<file path="config.mk">
export PLATFORM = sky130hd
export DESIGN_NAME = sdram32_bank
export DESIGN_NICKNAME = d
export VERILOG_FILES = /design/src/rtl/sdram32_pkg.sv /design/src/rtl/sdram32_bank.sv
export SDC_FILE = /design/constraint.sdc
export NUM_CORES = 1
export LEC_CHECK = 0
export ABC_AREA = 1
export CAP_MARGIN = 20
export CORE_MARGIN = 5
export CORE_UTILIZATION = 52
export CTS_CLUSTER_DIAMETER = 60
export DETAILED_ROUTE_END_ITERATION = 8
export DONT_BUFFER_PORTS = 1
export PLACE_DENSITY = 0.78
export SYNTH_ARGS = -nofsm -noshare
export SYNTH_HDL_FRONTEND = slang
export SYNTH_SLANG_ARGS = --single-unit
export TNS_END_PERCENT = 20
</file>
<file path="constraint.sdc">
create_clock -name i_clk -period 0.9 [get_ports i_clk]
set_input_delay 0.09 -clock i_clk [delete_from_list [all_inputs] [get_ports i_clk]]
set_output_delay 0.09 -clock i_clk [all_outputs]
set_load 0.03 [all_outputs]
</file>
<file path="src/rtl/sdram32_pkg.sv">
// Shared definitions for the 32-bit SDR SDRAM responder: command codes,
// error codes, array geometry and the byte-lane mask helper.
package sdram32_pkg;

   localparam int ROW_BITS  = 11;
   localparam int COL_BITS  = 8;
   localparam int BANK_BITS = 2;
   localparam int NUM_BANKS = 1 << BANK_BITS;

   // {RASn, CASn, WEn} with CSn low
   typedef enum logic [2:0] {
      CMD_LMR = 3'b000,
      CMD_REF = 3'b001,
      CMD_PRE = 3'b010,
      CMD_ACT = 3'b011,
      CMD_WR  = 3'b100,
      CMD_RD  = 3'b101,
      CMD_BST = 3'b110,
      CMD_NOP = 3'b111
   } cmd_t;

   localparam logic [2:0] ERR_NONE        = 3'd0;
   localparam logic [2:0] ERR_BANK_CLOSED = 3'd1;
   localparam logic [2:0] ERR_ACT_OPEN    = 3'd2;
   localparam logic [2:0] ERR_REF_OPEN    = 3'd3;
   localparam logic [2:0] ERR_MODE_BAD    = 3'd4;
   localparam logic [2:0] ERR_TRCD        = 3'd5;
   localparam logic [2:0] ERR_NO_MODE     = 3'd6;
   localparam logic [2:0] ERR_CONTENTION  = 3'd7;

   // Zero every byte lane whose DQM bit is set
   function automatic logic [31:0] maskLanes(input logic [31:0] data, input logic [3:0] dqm);
      logic [31:0] result;
      result = data;
      for (int i = 0; i < 4; i++) begin
         if (dqm[i]) result[8*i +: 8] = 8'h00;
      end
      return result;
   endfunction

endpackage

</file>
<file path="src/rtl/sdram32_bank.sv">
// One SDRAM bank's row state: open flag, open row and a saturating
// counter of cycles since the last ACTIVE for the tRCD check.
module sdram32_bank
   import sdram32_pkg::*;
#(
   parameter int TRCD = 2
) (
   input  logic                i_clk,
   input  logic                i_reset,
   input  logic                i_activate,
   input  logic                i_precharge,
   input  logic                i_access,
   input  logic                i_autoPre,
   input  logic [ROW_BITS-1:0] i_row,
   output logic                o_open,
   output logic [ROW_BITS-1:0] o_row,
   output logic                o_trcdOk
);

   localparam logic [7:0] TRCD_SAT = 8'(TRCD);

   logic                r_open;
   logic [ROW_BITS-1:0] r_row;
   logic [7:0]          r_trcdCnt;

   // The activating edge itself counts as one elapsed cycle once the next
   // edge arrives, so the counter restarts at 1 and saturates at TRCD.
   always_ff @(posedge i_clk) begin
      if (i_reset) begin
         r_open    <= 1'b0;
         r_row     <= '0;
         r_trcdCnt <= 8'd0;
      end else if (i_activate) begin
         r_open    <= 1'b1;
         r_row     <= i_row;
         r_trcdCnt <= 8'd1;
      end else begin
         if (i_precharge || (i_access && i_autoPre)) r_open <= 1'b0;
         if (r_trcdCnt < TRCD_SAT) r_trcdCnt <= r_trcdCnt + 8'd1;
      end
   end

   assign o_open   = r_open;
   assign o_row    = r_row;
   assign o_trcdOk = (r_trcdCnt >= TRCD_SAT);

endmodule

</file>
==> results.yml <==
hold_path:
  hold_class: "input pin to flop"
pwr:
  total_power_w: 0.00216
  powerDensity_nw_per_um2: 1800
  p_leak_nw: 0.554
  ir_drop_uv: 1260
floorplanning:
  die_h_um: 48.3
  ioPinCount: 30
  core_area_um2: 1350
  core.rowCount: 13
  die_x_um: 48.3
  initial_core_util_pct: 56.3
  design.die.area_um2: 2330
cells_and_area:
  drive_gt1_share_pct: 43.9
  fin_util_pct: 88.8
  diodes: 0
  final_area_um2: 1200
  regArea_um2: 422
  fin_nets: 152
  mostFrequentLayoutCells: "nor2_1, dfxtp_2, dlygate4sd3_1, buf_6, inv_1"
  syn_to_final_growth_pct: 57.6
  multi_input_area_um2: 323
  fillers: 55
  layout_commonest_cell: "nor2_1"
sta:
  layout_setup_ws_ps: -368
  fmax_ghz: 0.789
  hold_violations: 0
  hold_ws_ps: 62.7
  setup_viol: 11
  rsz0062_at_grt: "true"
  fin_worst_skew_ps: 15.4
  drv_slew: 0
  finalCriticalPeriod_ps: 1270
  tightest_slew_ps: 425
  period_share_pct: 141
  maxSlewHeadroom_pct: 71.6
clock_tree:
  clkTransAtPathRegs_ps: 130
  numCtsBuffers: 3
  cts_buffer_depth: 2
  cts_root_buf: "clkbuf_4"
  htreeDepth: 1
  clock_sinks: 20
  worstSkewPairLatency_ps: 310
  cts_tree: "yes"
drt:
  wl_um: 3120
  drc_errors: 0
  final_antenna_net_count: 0
  first_iter_violations: 46
  vias: 842
  wire_per_inst_um: 21.2
  via_per_inst: 5.73
  drtPass1Iterations: 7
critical_path:
  startpoint_type: "flop"
  max_stage_delay_ps: 360
  crit_type: "flop to output pin"
  slowest_stage: "dfxtp_2"
  cp_cell_sequence: "nor2_2, nand2_2, nor2_4, nand2_4"
  crit_required_ps: 810
  cp_max_fo: 2
  worstSetupEndpointType: "output pin"
  crit_arrival_ps: 1180
global_routing:
  grt_usage_pct: 26.8
  grt_pass1_wl_um: 4190
  grt_pass1_vias: 884
  gr-total-overflow: 0
  antenna_found_initial: 0
  grt_max_degree: 14
outcome:
  status: "finished with violations"
  violations: "setup timing"
logic_synthesis:
  synth_area_um2: 761
  ys_types: 15
  yosysWarnings: 0
  postSynthCellCount: 98
  syn_avg_cell_area_um2: 7.76
  syn_nets: 117
  synth_seq_area_share_pct: 52.6
  ys_ff_latch: 20
placed_design:
  finalWeightedCongestion: 0.767
  placed_area_um2: 885
  hpwl_um: 1200
  port_buffers: 0
flow_run:
  maxCapViolCount: 0
state kept, by name (all words and copies together) (netlist names):
| name | cells |
|---|---|
| o_open | 1 |
| r_trcdCnt | 8 |
| o_row | 11 |
cells in the mapped netlist:
| cell type | instances | area, um2 |
|---|---|---|
| nand2_2 | 2 | 12.5 |
| o21ai_1 | 2 | 10.0 |
| inv_2 | 3 | 11.3 |
| nand3_1 | 2 | 10.0 |
| o21ai_0 | 10 | 50.1 |
| a21oi_1 | 3 | 15.0 |
| nand2_1 | 6 | 22.5 |
| ha_1 | 2 | 25.0 |
| dfxtp_1 | 20 | 400 |
| nor2_1 | 29 | 109 |
| nor2_2 | 3 | 18.8 |
| a21oi_2 | 1 | 8.76 |
| inv_1 | 11 | 41.3 |
| buf_2 | 3 | 15.0 |
| nor2_4 | 1 | 11.3 |
final timing paths:
kind,from,end,slack [ps],cells past startpoint
worst max register to register,r_trcdCnt[6],r_trcdCnt[0],-370,7
worst min-delay path,i_precharge,o_open,60,3
worst min register to register,r_trcdCnt[7],r_trcdCnt[7],470,2
worst max-delay path,r_trcdCnt[6],o_trcdOk,-370,4
cell families after synthesis:
group | after synthesis | synth area share [%]
buffers and inverters | 17 | 8.88
adders and majority gates | 2 | 3.29
and+or+nand+nor | 43 | 24.2
AOI/OAI and AO/OA | 16 | 11.0
DFF | 20 | 52.6
layout make-up:
type / count / area share [%]
sequential: 20 / 35.2
inverter: 14 / 4.59
timing repair buffer: 33 / 27.3
clock buffer: 3 / 1.88
tap: 15 / 1.57
multi-input combinational: 61 / 26.9
clock inverter: 1 / 2.51
routing by layer:
metal  track usage, %  up-vias  part of all wire [%]
li1                 -      366                     -
met4             11.3        0                   3.1
met1             30.3      388                    34
met2             49.0       74                    52
met5                0        -                     0
met3             4.43       14                    10
per-stage QoR:
step	cells	setup TNS (ps)	setup WS (ps)
detailed placement	126	-86.9	-39.0
CTS	146	-4050	-256
global placement	126	-10.2	-10.1
floorplan	98	0	1.27
global route	147	-1750	-427
finish	147	-1390	-368
critical path, delay by kind of cell, from the launching register on:
kind / cells / cell delay (ps)
AND/OR/NAND/NOR: 4 / 510
flip-flops: 1 / 360
timing repair:
action / in CTS / in global routing
gates resized for setup: 11 / 31
hold buffers: 13 / 0
gates cloned: 0 / 0
endpoints found under the hold margin: 13 / 0
endpoints found under the setup margin: 7 / 31
pin swaps: 3 / 3
setup buffers: 3 / 1
power by group:
| group | switching, W | internal [W] | total, W |
|---|---|---|---|
| logic | 0.000250 | 0.000178 | 0.000428 |
| registers | 0.0000394 | 0.000938 | 0.000978 |
| clock network | 0.000302 | 0.000450 | 0.000753 |
| total | 0.000592 | 0.00157 | 0.00216 |
Power figures use the tool's default switching activity.
